==> config.mk <==
export PLATFORM = sky130hd
export DESIGN_NAME = ftc_multi_rank_synchronizer_filt
export DESIGN_NICKNAME = d
export VERILOG_FILES = /design/src/rtl/ftc_multi_rank_synchronizer_filt.sv
export SDC_FILE = /design/constraint.sdc
export NUM_CORES = 1
export LEC_CHECK = 0
export CORE_AREA = 2 2 39 41
export CTS_CLUSTER_DIAMETER = 60
export DETAILED_ROUTE_END_ITERATION = 10
export DIE_AREA = 0 0 41 43
export PLACE_DENSITY = 0.39
export SLEW_MARGIN = 20
export SYNTH_ARGS = -nofsm -noshare
export SYNTH_HDL_FRONTEND = slang
export SYNTH_SLANG_ARGS = --single-unit
==> constraint.sdc <==
create_clock -name clk -period 2.81 [get_ports clk]
set_input_delay 0.7025 -clock clk [delete_from_list [all_inputs] [get_ports clk]]
set_output_delay 0.7025 -clock clk [all_outputs]
set_load 0.02 [all_outputs]
==> src/rtl/ftc_multi_rank_synchronizer_filt.sv <==
// Multi-rank CDC synchronizer bank with a per-bit stability filter, rise/fall
// event pulses and a single-cycle test-mode bypass.
module ftc_multi_rank_synchronizer_filt #(
  parameter int               WIDTH       = 1,
  parameter int               STAGES      = 2,
  parameter logic [WIDTH-1:0] RSTVAL      = {WIDTH{1'b0}},
  parameter int               FILT_CYCLES = 4
) (
  input  logic             clk,
  input  logic             rst,
  input  logic             test_mode_async,
  input  logic             filt_en,
  input  logic [WIDTH-1:0] async_data,
  output logic [WIDTH-1:0] sync_data,
  output logic [WIDTH-1:0] rise_pulse,
  output logic [WIDTH-1:0] fall_pulse
);

  localparam int              CW          = (FILT_CYCLES > 1) ? $clog2(FILT_CYCLES) : 1;
  localparam logic [CW-1:0]   CNT_MAX     = CW'(FILT_CYCLES - 1);
  localparam bit              FILT_ACTIVE = (FILT_CYCLES > 1);

  generate
    if (STAGES < 2 || STAGES > 4) begin : g_bad_stages
      $error("ftc_multi_rank_synchronizer_filt: STAGES must be 2..4");
    end
    if (FILT_CYCLES < 1 || FILT_CYCLES > 255) begin : g_bad_filt
      $error("ftc_multi_rank_synchronizer_filt: FILT_CYCLES must be 1..255");
    end
  endgenerate

  logic [STAGES-1:0][WIDTH-1:0] rank_q, rank_d;
  logic [WIDTH-1:0][CW-1:0]     cnt_q, cnt_d;
  logic [WIDTH-1:0]             sync_q, sync_d;
  logic [WIDTH-1:0]             rise_q, rise_d;
  logic [WIDTH-1:0]             fall_q, fall_d;
  logic [WIDTH-1:0]             s_last;

  assign s_last = rank_q[STAGES-1];

  always_comb begin
    rank_d = rank_q;
    sync_d = sync_q;
    cnt_d  = cnt_q;

    if (test_mode_async) begin
      for (int k = 0; k < STAGES; k++) begin
        rank_d[k] = async_data;
      end
      sync_d = async_data;
      cnt_d  = '0;
    end else begin
      rank_d[0] = async_data;
      for (int k = 1; k < STAGES; k++) begin
        rank_d[k] = rank_q[k-1];
      end
      // A bit's counter runs only while the last rank disagrees with the output;
      // any agreement discards the partial count.
      for (int i = 0; i < WIDTH; i++) begin
        if (!filt_en || !FILT_ACTIVE) begin
          sync_d[i] = s_last[i];
          cnt_d[i]  = '0;
        end else if (s_last[i] == sync_q[i]) begin
          cnt_d[i] = '0;
        end else if (cnt_q[i] == CNT_MAX) begin
          sync_d[i] = s_last[i];
          cnt_d[i]  = '0;
        end else begin
          cnt_d[i] = cnt_q[i] + 1'b1;
        end
      end
    end

    rise_d = sync_d & ~sync_q;
    fall_d = ~sync_d & sync_q;
  end

  always_ff @(posedge clk) begin
    if (rst) begin
      rank_q <= {STAGES{RSTVAL}};
      sync_q <= RSTVAL;
      cnt_q  <= '0;
      rise_q <= '0;
      fall_q <= '0;
    end else begin
      rank_q <= rank_d;
      sync_q <= sync_d;
      cnt_q  <= cnt_d;
      rise_q <= rise_d;
      fall_q <= fall_d;
    end
  end

  assign sync_data  = sync_q;
  assign rise_pulse = rise_q;
  assign fall_pulse = fall_q;

endmodule

* Yosys cells after proc, flatten, opt, wreduce, memory -nomap -nowiden *
Index checks and enable logic that the tools add are counted.

operators by class
  mux-type cells = 5
  multipliers = 0
  divide/modulo/power cells = 0
  magnitude comparators = 0
  add/subtract/negate cells = 1
  reduce and logical (&&, ||, !) cells = 1
  eq/ne operators = 2
  shift operators = 0
  bitwise logic cells = 5

operator list
  cell                                                            count
  5-bit OR reduction                                              1
  1-bit two-way mux                                               4
  1-bit inverter                                                  3
  2-bit by 1-bit adder with 2-bit output (second input constant)  1
  1-bit AND                                                       2
  2-bit equality test (second input constant)                     1
  2-bit two-way mux                                               1
  1-bit equality test                                             1

storage, ports and cells
  latch bits = 0
  input bits = 5
  register bits = 7
  output and inout bits = 3
  bits in read-only memories = 0
  memories = 0
  word-level logic and storage cells = 20
  bits in writable memories = 0

* Longest topological paths before layout *
  depth in word-level cells = 7
  mapped depth = 4
  depth with buffers taken out = 4

* Least setup slack after synthesis *
Ideal clock, no wire load.

  path kind = input -> register
  start = input port test_mode_async
  end = register cnt_q[0] in the netlist's numbering
  arrival = 1,312 ps
  setup time = 65 ps
  path slack = 1,433 ps
  stages = 2
  required time = 2,745 ps
  path through = or4_1 > nor2_1

between the ends
  word-level cells in the longest chain between the ends = 1

ends and longest elaborated chain
  what                                 line  RTL
  start: declaration                   11    input logic test_mode_async,
  5-bit OR reduction (no source line)  -
  end signal: assignment               88    cnt_q <= cnt_d;
  end: declaration                     33    logic [WIDTH-1:0][CW-1:0] cnt_q, cnt_d;

Every way passes these cells.
A chain may end at the register's enable or synchronous reset.

* Worst setup path after layout *
  start = register sync_q, in the netlist sync_data
  end = output port sync_data

RTL lines
  what                      line  RTL
  start: declaration        34    logic [WIDTH-1:0] sync_q, sync_d;
  start signal: assignment  87    sync_q <= sync_d;
  end: declaration          14    output logic [WIDTH-1:0] sync_data,

No word-level cell between the ends.

==> run metrics <==
Ys Warns 0; unrepaired setup endpoints after global routing false; I/O Buffers 7; Distinct cells, synth 15; Sink Count 7; clk buf depth 2; CTS tree done; largest net degree at the start of global routing 8; CP Launch Type register; Post-Syn Area 272 um^2; Setup TNS 0 ns; worst-path cell chain clkdlybuf4s50_1; Initial Util around a fifth; cell with the largest stage delay on the worst path clkdlybuf4s50_1; DRC Markers 0; CP peak stage delay 0.64 ns; Diodes inserted 0; top cells by area, synth dfxtp_1 52%, nor2_1 5.5%, nand2b_4 5.1%, ha_1 4.6%, nor2b_1 4.6%; post-synth net total 33; reg2reg setup slack roughly 1.5 ns; Finished Core Util 28.0%; clk slew on worst S/H paths ~0.05 ns; Core Region between 1000 and 1500 um^2; via count around 240; Setup Skew 0.000493 ns; vias per cell 4.35; Final Setup Violations 0; number of synthesized register bits 7; final hold vios 0; Layout area overhead 42.9%; path depth of the worst reg2reg path 4; Die Wd 41 um; Tmin final 2.00 ns; RD Place Congestion 0.746; vias in the first global route 215; final std cells w/o fill 54; Slew @ Worst Pin 0.214 ns; Max Slew Vio Count 0; CP Capture Type primary output; # Max-Cap Violations 0; remaining global-route overflow 0; GRT Overall Usage 7.34%; first-pass GRT wire length about 850 um; Total Wirelength 480 um; worst hold path stage count 1; Bufs and invs on worst path 1; CP delay by family, top buffers and inverters; Max IR drop VDD 147 uV; Synth Instances 27; met3 Resource Use GR 3.14%; Yosys top cell area share 51.6%; Global Route met1 Usage a little under a tenth; hold crit path type register to register; # fillers 158; num rows 14; Die H 43 um; Detail Placement HPWL 378 um; FMAX around 500 MHz; final hold slack 0.423 ns; sequential area share after synthesis 51.6%; share of cells above drive strength 1 a little over an eighth; CP Data Arrival Time 1.29 ns; Initial DRC Count 2; post-cts resize count 0; Syn Area/Cell 10.1 um^2; dpl cells 50; pwr dens between 500 and 600 nW/um^2; Crit Path Max Fanout 5; leak pwr 0.146 nW; Pre-antenna DRT Iters 4; Required @ worst endpoint 2.11 ns; worst skew pair latency 0.24 ns; post-route ant nets 0; die footprint 1760 um^2; max_slew headroom 85.7%; WL/cell 8.89 um; initial antenna violation count 0; cell accounting for the most synthesized area dfxtp_1; outcome complete, no violations; RR Endpoint cnt_q[0]$_SDFF_PP0_; GRT met2 Usage 9.38%; # hold bufs at CTS 0; clock root buffer clkbuf_4; worst hold endpoint cnt_q[0]$_SDFF_PP0_; final net count 45; busiest grt layer met2; Num CTS Buffers 3; Tcrit/Tclk final roughly 70%; I/O Pins 8; Critical R2R Launch cnt_q[0]$_SDFF_PP0_; Crit Path Class register to primary output; Hold Path Origin cnt_q[0]$_SDFF_PP0_; Post-CTS Setup Inserts 0; H-tree depth 1
state kept, by name, indices dropped and copies added, names as in the netlist:
name,count
cnt_q,2
fall_pulse,1
rank_q,1
rise_pulse,1
s_last,1
sync_data,1
power breakdown:
group / switching, mW / internal [mW]
Combinational: 0.0114 / 0.0151
Sequential: 0.00310 / 0.104
Clock: 0.0347 / 0.0540
kinds of logic (layout without fill, tap and decap cells):
family	Yosys count	count (layout)	synth area share [%]
fa+ha+maj	1	1	4.61
xor+xnor	1	1	3.23
buf+inv	1	12	1.38
flops	7	7	51.6
compound gates	4	4	10.6
simple gates	13	13	28.6
cell usage after synthesis:
cell type and number:
nand3b_1 1, nor3b_1 1, a211oi_1 1, o311a_2 1, nor2_1 4, nand2b_4 1
nand2_1 2, nand2b_1 1, xnor2_1 1, inv_1 1, dfxtp_1 7, or4_1 1
nor2b_1 2, ha_1 1, a21oi_1 2
cell type report:
type                    instances  area [um^2]  share of cell area, %
inverters                       1         3.75                  0.968
flip-flops and latches          7          140                   36.1
clock buffers                   4         26.3                   6.77
repair buffers                  7         70.1                   18.1
multi-input cells              19          128                   32.9
well taps                      16         20.0                   5.16
layer usage:
| layer | wire length, um | vias up |
|---|---|---|
| met5 | 0 | - |
| met4 | 4 | 0 |
| met3 | 32 | 2 |
| met2 | 253 | 8 |
| met1 | 190 | 112 |
| li1 | - | 113 |
per-stage QoR:
| stage | area, um^2 | worst slack (ns) | power, mW |
|---|---|---|---|
| after detailed placement | 362 | 0.856 | 0.136 |
| after global routing | 388 | 0.759 | 0.236 |
| final | 388 | 0.813 | 0.222 |
| after global placement | 362 | 0.863 | 0.135 |
| after CTS | 388 | 0.801 | 0.228 |
| after floorplan | 272 | 1.43 | 0.121 |
placed cells by master, fill, tap and decap left out, drive strengths merged:
master         synthesis  routed
a21oi                  2       2
inv                    1       1
clkbuf                 0       4
nand2b                 2       2
nand2                  2       2
nand3b                 1       1
o311a                  1       1
or4                    1       1
xnor2                  1       1
a211oi                 1       1
ha                     1       1
clkdlybuf4s50          0       7
nor2b                  2       2
dfxtp                  7       7
nor3b                  1       1
nor2                   4       4
worst max path at each step:
stage                                    start             endpoint  slack (ns)  depth (start not counted)
after floorplan                test_mode_async  cnt_q[0]$_SDFF_PP0_        1.43                          2
final                     sync_data$_SDFF_PP0_            sync_data        0.81                          1
after global placement         test_mode_async  cnt_q[0]$_SDFF_PP0_        0.86                          3
after detailed placement               filt_en  cnt_q[0]$_SDFF_PP0_        0.86                          4
after global routing      sync_data$_SDFF_PP0_            sync_data        0.76                          1
after CTS                 sync_data$_SDFF_PP0_            sync_data        0.80                          1
No activity file was read; power rests on OpenSTA's default activity.
